File: config.mk
export PLATFORM = sky130hd
export DESIGN_NAME = peripheral_bus
export DESIGN_NICKNAME = d
export VERILOG_FILES = /design/src/rtl/peripheral_bus.sv
export SDC_FILE = /design/constraint.sdc
export NUM_CORES = 1
export LEC_CHECK = 0
export BUFFER_PORTS_ARGS = -buffer_cell sky130_fd_sc_hd__buf_2
export CAP_MARGIN = 20
export CORE_MARGIN = 4
export CORE_UTILIZATION = 28
export CTS_CLUSTER_SIZE = 12
export DETAILED_ROUTE_END_ITERATION = 10
export PLACE_DENSITY = 0.45
export RECOVER_POWER = 50
export SLEW_MARGIN = 25
export SYNTH_ARGS = -nofsm -noshare
export SYNTH_HDL_FRONTEND = slang
export SYNTH_SLANG_ARGS = --single-unit
File: constraint.sdc
create_clock -name clk -period 5.1 [get_ports clk]
set_clock_uncertainty 0.2 [all_clocks]
set_input_delay 0 -clock clk [delete_from_list [all_inputs] [get_ports clk]]
set_output_delay 0 -clock clk [all_outputs]
set_load 0.01 [all_outputs]
File: src/rtl/peripheral_bus.sv
// Memory-mapped peripheral slave: timer with interrupt, LED/7-segment outputs,
// synchronised switch input and a free-running tick counter in a 32-byte window.
module peripheral_bus #(
  parameter logic [31:0] BASE     = 32'h4000_0000,
  parameter int          PRESCALE = 1
) (
  input  logic        clk,
  input  logic        reset,
  input  logic        rd,
  input  logic        wr,
  input  logic [31:0] addr,
  input  logic [31:0] wdata,
  output logic [31:0] rdata,
  input  logic [7:0]  switch,
  output logic [7:0]  led,
  output logic [11:0] digi,
  output logic        irqout
);

  localparam int PW = (PRESCALE > 1) ? $clog2(PRESCALE) : 1;
  localparam logic [PW-1:0] PLAST = PW'(PRESCALE - 1);

  localparam logic [2:0] OFF_TH   = 3'd0;
  localparam logic [2:0] OFF_TL   = 3'd1;
  localparam logic [2:0] OFF_TCON = 3'd2;
  localparam logic [2:0] OFF_LED  = 3'd3;
  localparam logic [2:0] OFF_SW   = 3'd4;
  localparam logic [2:0] OFF_DIGI = 3'd5;
  localparam logic [2:0] OFF_TICK = 3'd6;

  logic        hit;
  logic [2:0]  idx;
  logic        wr_th, wr_tl, wr_tcon, wr_led, wr_digi;
  logic [31:0] th, tl, tick_cnt;
  logic [2:0]  tcon;
  logic [7:0]  led_r, sw_p0, sw_p1;
  logic [11:0] digi_r;
  logic [PW-1:0] pcnt;
  logic        tmr_step, tl_max, ovf;
  logic        unused_addr_bits;

  assign unused_addr_bits = ^addr[1:0];

  // Address decode: only bits [31:5] select the window, [4:2] the register
  assign hit     = (addr[31:5] == BASE[31:5]);
  assign idx     = addr[4:2];
  assign wr_th   = wr & hit & (idx == OFF_TH);
  assign wr_tl   = wr & hit & (idx == OFF_TL);
  assign wr_tcon = wr & hit & (idx == OFF_TCON);
  assign wr_led  = wr & hit & (idx == OFF_LED);
  assign wr_digi = wr & hit & (idx == OFF_DIGI);

  function automatic logic [31:0] read_mux(input logic [2:0] sel,
                                           input logic [31:0] th_v,
                                           input logic [31:0] tl_v,
                                           input logic [2:0]  tcon_v,
                                           input logic [7:0]  led_v,
                                           input logic [7:0]  sw_v,
                                           input logic [11:0] digi_v,
                                           input logic [31:0] tick_v);
    logic [31:0] v;
    v = '0;
    case (sel)
      OFF_TH:   v = th_v;
      OFF_TL:   v = tl_v;
      OFF_TCON: v = {29'd0, tcon_v};
      OFF_LED:  v = {24'd0, led_v};
      OFF_SW:   v = {24'd0, sw_v};
      OFF_DIGI: v = {20'd0, digi_v};
      OFF_TICK: v = tick_v;
      default:  v = '0;
    endcase
    return v;
  endfunction

  always_comb begin
    rdata = '0;
    if (rd && hit) begin
      rdata = read_mux(idx, th, tl, tcon, led_r, sw_p1, digi_r, tick_cnt);
    end
  end

  // Prescaler: counts only while the timer is enabled, step on wrap
  always_ff @(posedge clk or posedge reset) begin
    if (reset) begin
      pcnt <= '0;
    end else if (!tcon[0] || (pcnt == PLAST)) begin
      pcnt <= '0;
    end else begin
      pcnt <= pcnt + 1'b1;
    end
  end

  assign tmr_step = tcon[0] & (pcnt == PLAST);
  assign tl_max   = (tl == 32'hFFFF_FFFF);
  // A CPU write to TL in the same cycle suppresses the overflow event
  assign ovf      = tmr_step & tl_max & ~wr_tl;

  // Timer registers; reload reads the pre-write TH
  always_ff @(posedge clk or posedge reset) begin
    if (reset) begin
      th <= '0;
      tl <= '0;
    end else begin
      if (wr_th) begin
        th <= wdata;
      end
      if (wr_tl) begin
        tl <= wdata;
      end else if (tmr_step) begin
        tl <= tl_max ? th : tl + 32'd1;
      end
    end
  end

  always_ff @(posedge clk or posedge reset) begin
    if (reset) begin
      tcon <= '0;
    end else if (wr_tcon) begin
      tcon <= {wdata[2] | (ovf & wdata[1]), wdata[1:0]};
    end else if (ovf && tcon[1]) begin
      tcon[2] <= 1'b1;
    end
  end

  assign irqout = tcon[1] & tcon[2];

  // Board I/O registers
  always_ff @(posedge clk or posedge reset) begin
    if (reset) begin
      led_r  <= '0;
      digi_r <= '0;
    end else begin
      if (wr_led) begin
        led_r <= wdata[7:0];
      end
      if (wr_digi) begin
        digi_r <= wdata[11:0];
      end
    end
  end

  assign led  = led_r;
  assign digi = digi_r;

  // Switch synchroniser stage p0 -> p1
  always_ff @(posedge clk or posedge reset) begin
    if (reset) begin
      sw_p0 <= '0;
      sw_p1 <= '0;
    end else begin
      sw_p0 <= switch;
      sw_p1 <= sw_p0;
    end
  end

  always_ff @(posedge clk or posedge reset) begin
    if (reset) begin
      tick_cnt <= '0;
    end else begin
      tick_cnt <= tick_cnt + 32'd1;
    end
  end

endmodule

Yosys cells after proc, flatten, opt, wreduce, memory -nomap -nowiden
Index checks and enable logic that the tools add are counted.

Register bits after elaboration: 136. Input port bits: 76.

Multiplexer cells: 8. $add $sub $neg: 3. Bitwise gates (word level): 14. Eq/ne operators: 8. Reductions and logical operators: 7.

Operators with widths (number): $pmux W32 S7 (1); $mux W32 (4); $add A32 B1 Y32 const B (2); $eq A32 B32 Y1 const B (1); $eq A27 B26 Y1 const B (1); $and A1 B1 Y1 (11); $eq A3 B3 Y1 const B (3); $eq A3 B2 Y1 const B (2); $reduce_bool A2 Y1 (2); $eq A3 B1 Y1 const B (1); $logic_not A3 Y1 (1); $mux W1 (3); $logic_and A1 B1 Y1 (2); $not A1 Y1 (2); $add A1 B1 Y1 const B (1); $logic_not A1 Y1 (1); $logic_or A1 B1 Y1 (1); $or A1 B1 Y1 (1).

Depth between registers and ports, before layout
Gate-level depths: netlist of run 1.

Depth after elaboration: 8. Mapped depth: 9. Mapped depth without buffers: 7.

Least setup slack after synthesis of run 1
No wires, ideal clock.

Kind: register -> register. From: register tl[0]. To: register tl[1]. Slack: 2.927 ns. Data required time: 4.836 ns. Clock period less this slack: 2.173 ns. Path buffers: 2. Stages on the path, launching flop included: 10. Setup time: 0.064 ns. Arrival: 1.909 ns. Cell sequence: dfrtp_1 -> ha_1 -> clkbuf_1 -> and4_1 -> nand4bb_1 -> or2_1 -> buf_2 -> mux2i_1 -> a211oi_1 -> a21o_1.

Longest elaborated chain between the ends: 4. Elaborated cells on any way between the ends: 5. Those cells by class: 1 x add/sub; 1 x eq/ne; 3 x mux.

Ends and longest elaborated chain: start, declared (RTL line 34) `logic [31:0] th, tl, tick_cnt;`; start signal, assigned (RTL line 109) `tl <= wdata;`; start signal, assigned (RTL line 111) `tl <= tl_max ? th : tl + 32'd1;`; $add A32 B1 Y32 / $eq A32 B32 Y1 (equally long branches) (RTL line 111, 95); $mux W32 (*) (RTL line 111); $mux W32 (*) (RTL line 110) `end else if (tmr_step) begin`; $mux W32 (*) (RTL line 108) `if (wr_tl) begin`.

Mark *: on every way between the ends. The rest lies on a longest branch, timed or not. The select of a mux whose other input is x is not followed. A chain may end at the register's enable or synchronous reset.

==> metrics.md, run 1 <==
| Metric | Value |
|---|---|
| Post-synth EDFFs | 0 |
| First-pass GRT wire length | 37.88 mm |
| Num CTS Buffers | 17 |
| CTS root buf | clkbuf_16 |
| Post-DRT Antenna Nets | 0 |
| Post-CTS setup buffer count | 0 |
| Top Metal Used | met4 |
| Critical path fanouts, max | 72 |
| Initial drt markers | 382 |
| Clk Latency, worst-skew pair | 420 ps |
| Post-placement cell count | 1,164 |
| Max transition margin | -0.2305 |
| Die area | 29,780 um^2 |
| Pin count of the biggest net entering global routing | 99 |
| Synth Area in XOR/XNOR | 0.04851 |
| Hold Crit Start | switch[5] |
| Post-DP HPWL | 16.85 mm |
| Synth warn | 0 |
| Largest family of logic cells by synthesized area | simple AND/OR/NAND/NOR gates |
| Crit path time final | 3494 ps |
| Worst-path clk slew | 60 ps |
| Initial Utilization | 0.2877 |
| Core region area | 26,350 um^2 |
| Filler instances | 2,669 |
| Clk sinks | 136 |
| Post-CTS resize count | 0 |
| R2R cell count | 6 |
| Fin cells | 1,241 |
| Hold Crit Endpoint | sw_p0[5] |
| Detailed-route DRC error count | 0 |
| Register area share after synthesis | 0.4488 |
| Netlist cell types | 65 |
| Total grt overflow | 0 |
| Die height | 172.6 um |
| Hold Path Class | in -> reg |
| Worst r2r src | tl[25] |
| Pwr Density | 275.6 nW/um^2 |
| RePlAce Congestion | 0.7907 |
| Setup crit end kind | async pin |
| Failing checks | capacitance limit, slew limit |
| Post-Syn Area per Cell | 10.25 um^2 |
| Simple-gate area share of the yosys netlist | 0.1809 |
| Synth Area in Compound Gates | 0.1259 |
| Synth Register Bits | 136 |
| Fmax | 286.2 MHz |
| Leak pwr | 4.210 nW |
| R2R Path End | tl[11] |
| Vias/cell | 5.034 |
| DR vias | 6,247 |
| Inserted Diodes | 0 |
| MaxCap Viol Count | 1 |
| Final setup TNS | 0 ps |
| Worst Path Required | 5070 ps |
| Crit path DAT | 3470 ps |
| Final Slew Violations | 73 |
| Initial antenna violation count | 0 |
| Die X-Extent | 172.6 um |
| Top FF cell, synth | dfrtp_1 |
| Async S/R FF share, synth | 1.000 |
| Run status | finished, violations left |
| Layout net count | 971 |
| Met3 wire len | 639 um |
| CTS tree | yes |
| Syn Nets | 818 |
| Mapped cell area | 7582 um^2 |
| Post-Route WL | 23.48 mm |
| Startpoint Class | input port |
| Port Buffers | 126 |
| Clk buf depth | 2 |
| GR Util All Layers | 0.1594 |
| # IOs | 129 |
| Synth Instances | 740 |
| H-tree Lvls | 4 |
| Worst-Margin Slew | 1846 ps |
| Share of cells above drive strength 1 | 0.2715 |
| Worst VDD drop | 0.1677 mV |
| Crit Path Category | in -> async |
| Wire per inst | 18.92 um |
| Layout area overhead | 25.43% |
| Met2 wire length | 11.15 mm |
| DR pass1 iterations | 5 |
| Fin crit share | 0.6851 |
| Vias in the first global route | 6,463 |
| Number of core rows | 59 |
| Setup Viol. Count Final | 0 |
| Hold Fails Final Rpt | 0 |
| Hold path cells | 2 |
| Post-synthesis adder-cell area fraction | 0.003300 |
| Post-synthesis mux area share | 0.1531 |
| Worst R2R Setup Slack | 2130 ps |
| RSZ-0062 raised after global routing | false |
| Cts hold-fix bufs | 43 |
| Wl on met1 | 11.40 mm |
## where the power goes
group	internal, mW	switching [mW]
registers	1.09	0.00280
logic	0.0680	0.0845
clock network	0.881	0.499
total	2.04	0.586
## layout make-up
cell class / count / area (um^2) / area share
inverters: 12 / 46.29 / 0.004868
multi-input cells: 546 / 3884 / 0.4084
clock inverters: 12 / 197.7 / 0.02079
repair buffers: 180 / 1114 / 0.1171
flip-flops and latches: 136 / 3403 / 0.3578
clock buffers: 20 / 446.7 / 0.04697
well taps: 335 / 419.2 / 0.04407
## routing by layer
layer | up-vias | track usage
li1 | 3017 | -
met1 | 3101 | 0.2227
met3 | 19 | 0.02380
met5 | - | 0
met2 | 110 | 0.2584
met4 | 0 | 0.04624
## sequential cells by signal, summed over array words and instances, names as in the netlist
signal and count:
tcon 3, led 8, sw_p1 8, th 32, sw_p0 8, digi 12, tick_cnt 32, pcnt 1
tl 32
## worst max path at each step
stage	startpoint	end	slack, ps	cells past startpoint
floorplan	reset	digi[0]	1260	1
global placement	tl[25]	tl[11]	2160	6
detailed placement	tl[25]	tl[11]	2150	6
CTS	tl[25]	tl[11]	2120	6
global route	reset	sw_p0[3]	1020	5
finish	reset	digi[6]	1610	5
## per-stage QoR
stage	util	hold WS, ps	setup WS [ps]	power [mW]	instance area [um^2]
after floorplan	-	-168.6	1261	1.173	7582
after global placement	0.3210	-91.33	2164	1.239	8459
after detailed placement	0.3210	-90.64	2147	1.238	8459
after CTS	0.3618	1.636	2124	2.654	9534
after global routing	0.3609	26.06	1024	2.715	9510
final	0.3609	18.99	1606	2.621	9510
## worst max-delay path: stages
cell	delay (ps)
dlygate4sd3_1	540
dlygate4sd3_1	550
buf_2	120
clkinvlp_2	730
clkbuf_2	1450
## cell families (layout without fill, tap and decap cells)
| logic type | Yosys count | after routing |
|---|---|---|
| AO/OA/AOI/OAI | 145 | 145 |
| buffers and inverters | 58 | 224 |
| flip-flops | 136 | 136 |
| XOR/XNOR | 42 | 42 |
| AND/OR/NAND/NOR | 255 | 255 |
| multiplexers | 101 | 101 |
| other | 1 | 1 |
| adder cells (fa/ha/maj) | 2 | 2 |
## Yosys cell counts (3+ instances only)
master	number	area [um^2]
clkbuf_1	22	82.58
clkbuf_8	3	41.29
a31oi_1	6	37.54
a211oi_1	6	45.04
and3_1	9	56.30
nand3_2	3	30.03
o211ai_1	11	82.58
o21bai_1	3	22.52
inv_1	12	45.04
mux4_2	4	90.09
mux2i_1	17	170.2
o21a_1	4	30.03
nor2b_1	5	31.28
dfrtp_1	136	3403
nor2_1	67	251.5
and4_1	10	87.58
nor4_1	17	106.4
mux2_2	80	900.9
a22oi_1	31	232.7
nand4_1	13	81.33
nor3_1	12	60.06
a21o_1	5	37.54
nand2_1	59	221.5
o21ai_0	30	150.1
buf_2	14	70.07
o21ai_1	5	25.02
a21oi_1	24	120.1
xor2_1	13	113.9
a22o_1	4	35.03
and2_1	6	37.54
buf_6	3	33.78
xnor2_1	29	254.0
nand2b_1	3	18.77
a221oi_1	3	26.28
nand3_1	29	145.1
## cells in the final DEF (no fill, tap or decap), types with 8 or more instances in the layout
master,instances
a21oi_1,24
a22oi_1,31
and3_1,9
and4_1,10
buf_2,105
buf_4,8
clkbuf_1,24
clkbuf_16,17
dfrtp_1,136
dlygate4sd3_1,44
inv_1,11
mux2_2,80
mux2i_1,17
nand2_1,59
nand3_1,29
nand4_1,13
nor2_1,66
nor3_1,13
nor4_1,17
o211ai_1,11
o21ai_0,30
xnor2_1,29
xor2_1,13
No activity file was read; power rests on OpenSTA's default activity.
==> run 2, diff against run 1 <==
Clock period 5.1 ns to 3.5 ns, I/O delays scaled along.
==> run 2 against run 1 <==
  * The run still ends with capacitance limit, slew limit left
  * Sequential power rose by 46%
  * Final cell count up 0.81%
  * Worst setup slack lost 690 ps
  * Sequential cell count unchanged
  * Global-route usage down 0.051 points
  * First-iteration DRC count shrank 14%
  * Clock power is 39% higher
  * Design area increased by 0.70%
  * Via count is 0.53% higher
  * Die area unchanged
  * Sequential share of layout area decreased by 0.25 points
  * Register-to-register slack got worse by 1200 ps
  * Largest cell class unchanged
  * Highest routed layer unchanged
==> metrics.md, run 2 (synthesis gave the netlist of run 1 again) <==
| Metric | Value |
|---|---|
| Startpoint Class | flip-flop (was input port) |
| WHS | 25.09 ps (was 18.99 ps) |
| Initial Utilization | 0.2877 (unchanged) |
| Layout area overhead | 26.30% (was 25.43%) |
| Fin crit share | 0.7380 |
| Die X-Extent | 172.6 um (unchanged) |
| Hold Crit Start | switch[3] (was switch[5]) |
| # IOs | 129 (unchanged) |
| Die height | 172.6 um (unchanged) |
| Worst Path Required | 3590 ps (was 5070 ps) |
| Switching power | 0.8516 mW (was 0.5860 mW) |
| Clk Latency, worst-skew pair | 430 ps (was 420 ps) |
| Met3 wire len | 725 um (was 639 um) |
| Cell Area, Placed | 8538 um^2 (was 8459 um^2) |
| Regs by FF count | th: 32 flops, tick_cnt: 32 flops, tl: 32 flops (unchanged) |
| Layout net count | 981 (was 971) |
| Run status | finished, violations left (unchanged) |
| Finished layout cell area | 9577 um^2 (was 9510 um^2) |
| Failing checks | capacitance limit, slew limit (unchanged) |
| Final Slew Violations | 28 (was 73) |
| Share of cells above drive strength 1 | 0.2817 (was 0.2715) |
| Hold path cells | 2 (unchanged) |
| Fmax | 387.1 MHz |
| Clock network power share | 0.514 (was 0.526) |
| Post-DP HPWL | 17.07 mm (was 16.85 mm) |
| Crit Path Category | reg -> reg (was in -> async) |
| Total power | 3.733 mW (was 2.621 mW) |
| Post-CTS setup buffer count | 0 (unchanged) |
| Top Metal Used | met4 (unchanged) |
| Clk buf depth | 2 (unchanged) |
| Vias in the first global route | 6,567 (was 6,463) |
| Initial antenna violation count | 0 (unchanged) |
| R2R Path End | tl[9] (was tl[11]) |
| Post-Route WL | 23.46 mm (was 23.48 mm) |
| First-pass GRT wire length | 37.86 mm (was 37.88 mm) |
| Most common cell after layout, fill and taps aside | dfrtp_1 (unchanged) |
| Worst-path clk slew | 60 ps (about the same) |
| Clk sinks | 136 (unchanged) |
| Number of core rows | 59 (unchanged) |
| Final Core Density | 0.3634 (was 0.3609) |
| MaxCap Viol Count | 1 (unchanged) |
| Wl on met1 | 11.30 mm (was 11.40 mm) |
| CTS root buf | clkbuf_16 (unchanged) |
| Sw Share | 0.2281 (was 0.2236) |
| Hold Path Class | in -> reg (unchanged) |
| Inserted Diodes | 0 (unchanged) |
| Worst-Margin Slew | 1531 ps (was 1846 ps) |
| Crit path time final | 2583 ps |
| Post-CTS resize count | 0 (unchanged) |
| Pwr Density | 389.8 nW/um^2 (was 275.6 nW/um^2) |
| Post-DRT Antenna Nets | 0 (unchanged) |
| Port Buffers | 126 (unchanged) |
| Setup crit end kind | flip-flop (was async pin) |
| Num CTS Buffers | 17 (unchanged) |
| Total grt overflow | 0 (unchanged) |
| Initial drt markers | 329 (was 382) |
| Crit path DAT | 2680 ps (was 3470 ps) |
| Wire per inst | 18.75 um (was 18.92 um) |
| CTS tree | yes (unchanged) |
| Most frequent cells in the layout | 136 x dfrtp_1, 106 x buf_2, 80 x mux2_2, 66 x nor2_1, 59 x nand2_1 (was 136 x dfrtp_1, 105 x buf_2, 80 x mux2_2, 66 x nor2_1, 59 x nand2_1) |
| GR Util All Layers | 0.1589 (was 0.1594) |
| Filler instances | 2,637 (was 2,669) |
| Sequential share of power | 0.425 (was 0.415) |
| RePlAce Congestion | 0.7828 (was 0.7907) |
| Met2 wire length | 11.14 mm (was 11.15 mm) |
| Detailed-route DRC error count | 0 (unchanged) |
| Hold Fails Final Rpt | 0 (unchanged) |
| DR pass1 iterations | 4 (was 5) |
| Die area | 29,780 um^2 (unchanged) |
| Critical path fanouts, max | 8 (was 72) |
| Vias/cell | 5.020 (was 5.034) |
| Final setup TNS | 0 ps (unchanged) |
| Leak pwr | 4.260 nW (was 4.210 nW) |
| R2R cell count | 8 (was 6) |
| Hold Crit Endpoint | sw_p0[3] (was sw_p0[5]) |
| Worst r2r src | tl[2] (was tl[25]) |
| RSZ-0062 raised after global routing | false (unchanged) |
| DR vias | 6,280 (was 6,247) |
| Core region area | 26,350 um^2 (unchanged) |
| H-tree Lvls | 4 (unchanged) |
| Max transition margin | -0.02045 (was -0.2305) |
| Gate power share | 0.061 (was 0.058) |
| Worst R2R Setup Slack | 920 ps (was 2130 ps) |
| Setup Viol. Count Final | 0 (unchanged) |
| Pin count of the biggest net entering global routing | 55 (was 99) |
| Worst VDD drop | 0.2174 mV (was 0.1677 mV) |
| P_int | 2.881 mW (was 2.035 mW) |
-- run 2: per-layer routing --
metal	global-route usage	vias to the layer above
met5	0	-
li1	-	3035
met1	0.2227	3118
met2	0.2563	109
met3	0.02664	18
met4	0.04258	0
-- run 2: worst max-delay path, cell delays in order, from the launching register on --
cell and delay, ps:
dfrtp_1 510, and4_1 230, buf_4 180, nand2_1 220
nor4_4 460, buf_4 270, o21ai_1 90, a22oi_1 200
a21oi_1 90
-- run 2: stage by stage --
stage	std cells	setup slack [ps]
finish	1251	916.8
global route	1251	490.6
CTS	1251	934.6
detailed placement	1173	968.4
global placement	1173	979.5
floorplan	740	1327
-- run 2: how the worst max path moves through the flow --
stage,slack [ps],end,cells after the start,start
2_1_floorplan,1330,tl[1],9,tl[0]
3_3_place_gp,980,tl[9],8,tl[2]
3_5_place_dp,970,tl[31],7,tl[0]
4_1_cts,930,tl[9],8,tl[2]
5_1_grt,490,tick_cnt[14],4,reset
6_report,920,tl[9],8,tl[2]
-- run 2: power groups by stage --
| stage | clock [mW] | sequential [mW] | combinational [mW] |
|---|---|---|---|
| 2_1_floorplan | 0 | 1.61 | 0.0969 |
| 3_3_place_gp | 0 | 1.62 | 0.194 |
| 3_5_place_dp | 0 | 1.62 | 0.193 |
| 4_1_cts | 1.96 | 1.59 | 0.234 |
| 5_1_grt | 2.03 | 1.59 | 0.251 |
| 6_report | 1.92 | 1.59 | 0.226 |
-- run 2: timing repair --
action,4_1_cts,5_1_grt
hold buffers,46,0
endpoints found under the setup margin,0,0
hold endpoints to repair,197,0
-- run 2: cell type report --
type	instances	area (um^2)	share of cell area
clock inverters	11	143.9	0.01502
flip-flops and latches	136	3403	0.3554
well taps	335	419.2	0.04377
repair buffers	190	1195	0.1248
clock buffers	21	480.5	0.05017
inverters	12	46.29	0.004834
multi-input cells	546	3889	0.4061
